### src/rtl/ex_mem_stage.sv
// EX->MEM boundary stage: registers ALU result and controls behind a 2-entry skid
// buffer and issues a one-cycle PC redirect for taken branches / JAL.
// Optional: define MISALIGN_CHECK_EN to flag and squash misaligned word accesses.
module ex_mem_stage #(
  parameter int         XLEN    = 32,
  parameter int         RA_W    = 5,
  parameter logic [2:0] BR_NONE = 3'b000,
  parameter logic [2:0] BR_EQ   = 3'b001,
  parameter logic [2:0] BR_NE   = 3'b010,
  parameter logic [2:0] BR_LT   = 3'b011,
  parameter logic [2:0] BR_GE   = 3'b100,
  parameter logic [2:0] BR_JAL  = 3'b101
) (
  input  logic            clk,
  input  logic            rst_n,
  input  logic            flush,
  input  logic            ex_valid,
  output logic            ex_ready,
  input  logic [XLEN-1:0] alu_result,
  input  logic            zero_flag,
  input  logic [2:0]      br_type,
  input  logic [XLEN-1:0] pc,
  input  logic [XLEN-1:0] imm,
  input  logic [XLEN-1:0] rs2_data,
  input  logic [RA_W-1:0] rd,
  input  logic            mem_rd,
  input  logic            mem_wr,
  input  logic            reg_wr,
  output logic            mem_valid,
  input  logic            mem_ready,
  output logic [XLEN-1:0] mem_addr,
  output logic [XLEN-1:0] mem_wdata,
  output logic            mem_rd_o,
  output logic            mem_wr_o,
  output logic            reg_wr_o,
  output logic [RA_W-1:0] rd_o,
  output logic            redirect_valid,
  output logic [XLEN-1:0] redirect_pc,
  output logic            misaligned
);

  typedef struct packed {
    logic [XLEN-1:0] addr;
    logic [XLEN-1:0] wdata;
    logic [RA_W-1:0] rd;
    logic            mrd;
    logic            mwr;
    logic            rwr;
    logic            mis;
  } entry_t;

  entry_t in_e;
  entry_t out_reg;
  entry_t skid_reg;
  logic   out_valid_reg;
  logic   skid_valid_reg;
  logic   accept;
  logic   drain;
  logic   taken;

  assign accept = ex_valid & ex_ready & !flush;
  assign drain  = out_valid_reg & mem_ready;

  always_comb begin
    in_e.addr  = alu_result;
    in_e.wdata = rs2_data;
    in_e.rd    = rd;
`ifdef MISALIGN_CHECK_EN
    in_e.mis   = (mem_rd | mem_wr) & (alu_result[1:0] != 2'b00);
    in_e.mrd   = mem_rd & !in_e.mis;
    in_e.mwr   = mem_wr & !in_e.mis;
    in_e.rwr   = reg_wr & !in_e.mis;
`else
    in_e.mis   = 1'b0;
    in_e.mrd   = mem_rd;
    in_e.mwr   = mem_wr;
    in_e.rwr   = reg_wr;
`endif
  end

  // Unknown branch codes fall into the default and never redirect.
  always_comb begin
    taken = 1'b0;
    case (br_type)
      BR_NONE: taken = 1'b0;
      BR_EQ:   taken = zero_flag;
      BR_NE:   taken = !zero_flag;
      BR_LT:   taken = alu_result[0];
      BR_GE:   taken = !alu_result[0];
      BR_JAL:  taken = 1'b1;
      default: taken = 1'b0;
    endcase
  end

  // Skid buffer: the skid entry is only ever filled while the output is stalled,
  // and while it is full ex_ready is low, so accept and skid drain never coincide.
  always_ff @(posedge clk or negedge rst_n) begin
    if (!rst_n) begin
      out_valid_reg  <= 1'b0;
      skid_valid_reg <= 1'b0;
      out_reg        <= '0;
      skid_reg       <= '0;
    end else if (flush) begin
      out_valid_reg  <= 1'b0;
      skid_valid_reg <= 1'b0;
    end else if (!out_valid_reg || drain) begin
      if (skid_valid_reg) begin
        out_reg        <= skid_reg;
        out_valid_reg  <= 1'b1;
        skid_valid_reg <= 1'b0;
      end else if (accept) begin
        out_reg       <= in_e;
        out_valid_reg <= 1'b1;
      end else begin
        out_valid_reg <= 1'b0;
      end
    end else if (accept) begin
      skid_reg       <= in_e;
      skid_valid_reg <= 1'b1;
    end
  end

  // Redirect is a pure function of the accept cycle, so a pulse already
  // scheduled survives a flush arriving on the following cycle.
  always_ff @(posedge clk or negedge rst_n) begin
    if (!rst_n) begin
      redirect_valid <= 1'b0;
      redirect_pc    <= '0;
    end else begin
      redirect_valid <= accept & taken;
      if (accept & taken) redirect_pc <= pc + imm;
    end
  end

  assign ex_ready   = !skid_valid_reg;
  assign mem_valid  = out_valid_reg;
  assign mem_addr   = out_reg.addr;
  assign mem_wdata  = out_reg.wdata;
  assign rd_o       = out_reg.rd;
  assign mem_rd_o   = out_reg.mrd;
  assign mem_wr_o   = out_reg.mwr;
  assign reg_wr_o   = out_reg.rwr;
  assign misaligned = out_valid_reg & out_reg.mis;

endmodule

### config.mk
export PLATFORM = sky130hd
export DESIGN_NAME = ex_mem_stage
export DESIGN_NICKNAME = d
export VERILOG_FILES = /design/src/rtl/ex_mem_stage.sv
export SDC_FILE = /design/constraint.sdc
export NUM_CORES = 1
export LEC_CHECK = 0
export ABC_CLOCK_PERIOD_IN_PS = 2150
export CELL_PAD_IN_SITES_DETAIL_PLACEMENT = 1
export CELL_PAD_IN_SITES_GLOBAL_PLACEMENT = 2
export CORE_UTILIZATION = 25
export CTS_BUF_LIST = sky130_fd_sc_hd__clkbuf_4 sky130_fd_sc_hd__clkbuf_8
export CTS_CLUSTER_DIAMETER = 30
export CTS_CLUSTER_SIZE = 28
export DETAILED_ROUTE_END_ITERATION = 6
export PLACE_DENSITY_LB_ADDON = 0.1
export SLEW_MARGIN = 20
export SYNTH_ARGS = -nofsm -noshare
export SYNTH_HDL_FRONTEND = slang
export SYNTH_SLANG_ARGS = --single-unit
### constraint.sdc
create_clock -name clk -period 2.15 [get_ports clk]
set_input_delay 0.43 -clock clk [delete_from_list [all_inputs] [get_ports clk]]
set_output_delay 0.43 -clock clk [all_outputs]
set_load 0.03 [all_outputs]
==> impl_metrics.csv <==
group,metric,value,unit
critical_path,critPathLaunchType,"input port",
clock_network,ctsLongestPathBuffers,2,
critical_path,critical_path.max_stage_delay,0.41,ns
clock_network,cts_htree_levels,4,
clock_network,clock-root-buffer,"clkbuf_8",
logic_synthesis,syn_area_per_cell,10.82,µm²
die,pin_count,253,
global_routing,busiest_layer,"met2",
logic_synthesis,yosys_warnings,0,
cells_and_area,postLayoutCoreUtil,0.3931,
timing,period_share,1.111,
global_routing,grtUsageMet2,0.2665,
route,wl_per_cell,16.86,µm
timing,grt_setup_unrepaired,"yes",
critical_path,cp.required,2.51,ns
timing,worstMarginPinSlew,0.7728,ns
clock_network,cts_sinks,179,
timing,worst_clock_skew,0.01418,ns
die,row_count,69,
timing,slew_headroom,0.4848,
critical_path,critPathArrivalTime,2.75,ns
logic_synthesis,syn_inst,832,
die,die_y,191.8,µm
die,die_w,191.8,µm
run,cap_violations,0,
logic_synthesis,ys_ff_latch,179,
power,p_leak,5.852,nW
cells_and_area,fillers,3931,
critical_path,crit_fanout,2,
route,ant_nets,0,
place,post-dp-hpwl,20940,µm
min_path,min_path_type,"in -> reg",
timing,post-route-min-period,2.389,ns
logic_synthesis,async_flop_share,1.000,
die,die_area,0.03678,mm²
timing,hold_violations,0,
power,powerDensity,761.2,mW/mm²
critical_path,r2r_cells,7,
route,drc_errors,0,
logic_synthesis,synthTopCellsByArea,"dfrtp_1 (50%), mux2_2 (9.1%), mux2i_1 (8.1%)",
logic_synthesis,yosysUniqueCellTypes,63,
die,core,0.03548,mm²
logic_synthesis,ys.flop_type,"dfrtp_1",
route,num_vias,7559,
place,portBuffers,251,
timing,setup_viol_count_final,12,
outcome,violations,"setup timing",
cells_and_area,largest_reg_flops,72,
die,start_util,0.2538,
cells_and_area,final_cell_mix,"clkdlybuf4s50_1 (221), dfrtp_1 (178), buf_4 (127), a21oi_1 (94), nor2_1 (84)",
place,routabilityCongestion,0.7692,
logic_synthesis,synth-edff-count,0,
route,drt-initial-drc-count,173,
power,finalPower,10.62,mW
critical_path,rrSetupSlack,0.13,ns
cells_and_area,drive_above_1_share,0.2754,
route,totalWireLength,28250,µm
clock_network,cts_tree,"done",
timing,slew_viol_final,0,
global_routing,grt_overflow,0,
clock_network,clkTransAtPathRegs,0.10,ns
critical_path,worstPathCellList,"buf_8, ha_4, fa_2, a21o_1, a221o_1, a2111oi_4, buf_4, nor2_2, a311oi_2, xor2_1, o21ai_1",
cells_and_area,final_common_cell,"clkdlybuf4s50_1",
clock_network,cts_inserted_buffers,17,
logic_synthesis,yosysSeqAreaShare,0.4974,
critical_path,cpMaxStageDelayCell,"a2111oi_4",
global_routing,grt_use_met3,0.03143,
global_routing,grt_max_degree,85,
global_routing,grt_pass1_vias,7949,
global_routing,grt_antenna_before_repair,1,
clock_network,clk_latency,0.48,ns
route,avgViaCountPerCell,4.513,
critical_path,path_class,"in -> reg",
global_routing,track_usage,0.1580,
timing,setup_slack,-0.2391,ns
logic_synthesis,synth_area,0.009005,mm²
route,first_pass_iters,4,
power,peakVddDrop,0.3738,mV
cells_and_area,synthToLayoutAreaGrowth,54.91,%
min_path,min_delay_path_depth,4,
logic_synthesis,synth_top_area_share,0.4974,
cells_and_area,nets,1380,
timing,timing.fmax,418.6,MHz
global_routing,grt_first_pass_wirelength,44380,µm
logic_synthesis,synth_area_leader_cell,"dfrtp_1",
outcome,status,"finished with violations",
critical_path,cp-end-kind,"register",
logic_synthesis,synth_nets,1009,
global_routing,grtUsageMet1,0.2022,
[repair_timing]
action | CTS | global route
hold buffers | 1 | 0
gates resized for setup | 95 | 39
pin swaps | 39 | 26
hold endpoints to repair | 25 | 0
buffers inserted | 5 | 7
endpoints found under the setup margin | 25 | 19
[through the flow]
step	TNS (ns)	setup slack, ns	hold slack, ns	cells	cell area, µm²
2_1_floorplan	-4.762	-0.4784	0.1344	832	9096
4_1_cts	-1.866	-0.3757	0.1860	1668	13730
5_1_grt	-2.667	-0.3184	0.2187	1674	13950
3_3_place_gp	-23.23	-1.071	0.3538	1633	13180
6_report	-1.709	-0.2391	0.2359	1675	13950
3_5_place_dp	-24.01	-1.167	0.3578	1633	13180
[path summary, 6_finish.rpt]
check                          startpoint              end
setup / recovery                   imm[0]  redirect_pc[16]
hold / removal                      pc[0]   redirect_pc[0]
setup reg to reg           skid_valid_reg  redirect_pc[28]
hold reg to reg            redirect_pc[7]   redirect_pc[7]
max in group asynchronous           rst_n     skid_reg[21]
min in group asynchronous           rst_n     skid_reg[52]
[metal layers]
layer	routed length, µm	up-vias
met3	1167	20
li1	-	3714
met1	12890	3675
met4	351	2
met2	13830	148
met5	13	-
[final cells by class]
type | count | area (µm²) | area share
Antenna cell | 1 | 2.502 | 0.0001794
Clock buffer | 21 | 270.3 | 0.01937
Clock inverter | 8 | 57.56 | 0.004126
Inverter | 10 | 37.54 | 0.002691
Multi-Input combinational cell | 597 | 4743 | 0.3400
Sequential cell | 179 | 4483 | 0.3214
Tap cell | 461 | 576.8 | 0.04135
Timing Repair Buffer | 398 | 3779 | 0.2709
[logic make-up (layout without fill, tap and decap cells)]
kind of cell,Yosys count,in the layout,synth area share
mux,146,146,0.1724
fa+ha+maj,32,32,0.04530
xor+xnor,23,23,0.02237
buf+inv,56,437,0.02418
simple gates,204,204,0.1041
other cells,1,2,0.0004164
compound gates,191,191,0.1338
flops,179,179,0.4974
[cells in the mapped netlist (all sizes together), types with 3 or more instances]
library cell and count:
nand2 51, nor2b 9, o211ai 4, xor2 14, nor2 87, nand4 9, o21ai 33, o311ai 4
xnor2 9, mux2i 73, clkbuf 32, a21o 13, a21oi 107, dfrtp 179, ha 31, buf 14
a31oi 4, o21a 3, o31ai 4, nor3 13, and3 6, inv 9, mux2 73, nand3 15
[critical path, delay by kind of cell]
family | cells | cell delay, ns
compound gates | 5 | 1.28
fa+ha+maj | 2 | 0.53
buf+inv | 2 | 0.28
xor+xnor | 1 | 0.17
simple gates | 1 | 0.04
[power by group]
group	switching, mW	leakage [nW]	total, mW	internal, mW
clock network	1.27	0.172	2.12	0.852
registers	0.394	2.11	4.50	4.11
logic	2.04	3.57	3.99	1.95
total	3.71	5.85	10.6	6.91
No activity file was read; power rests on OpenSTA's default activity.
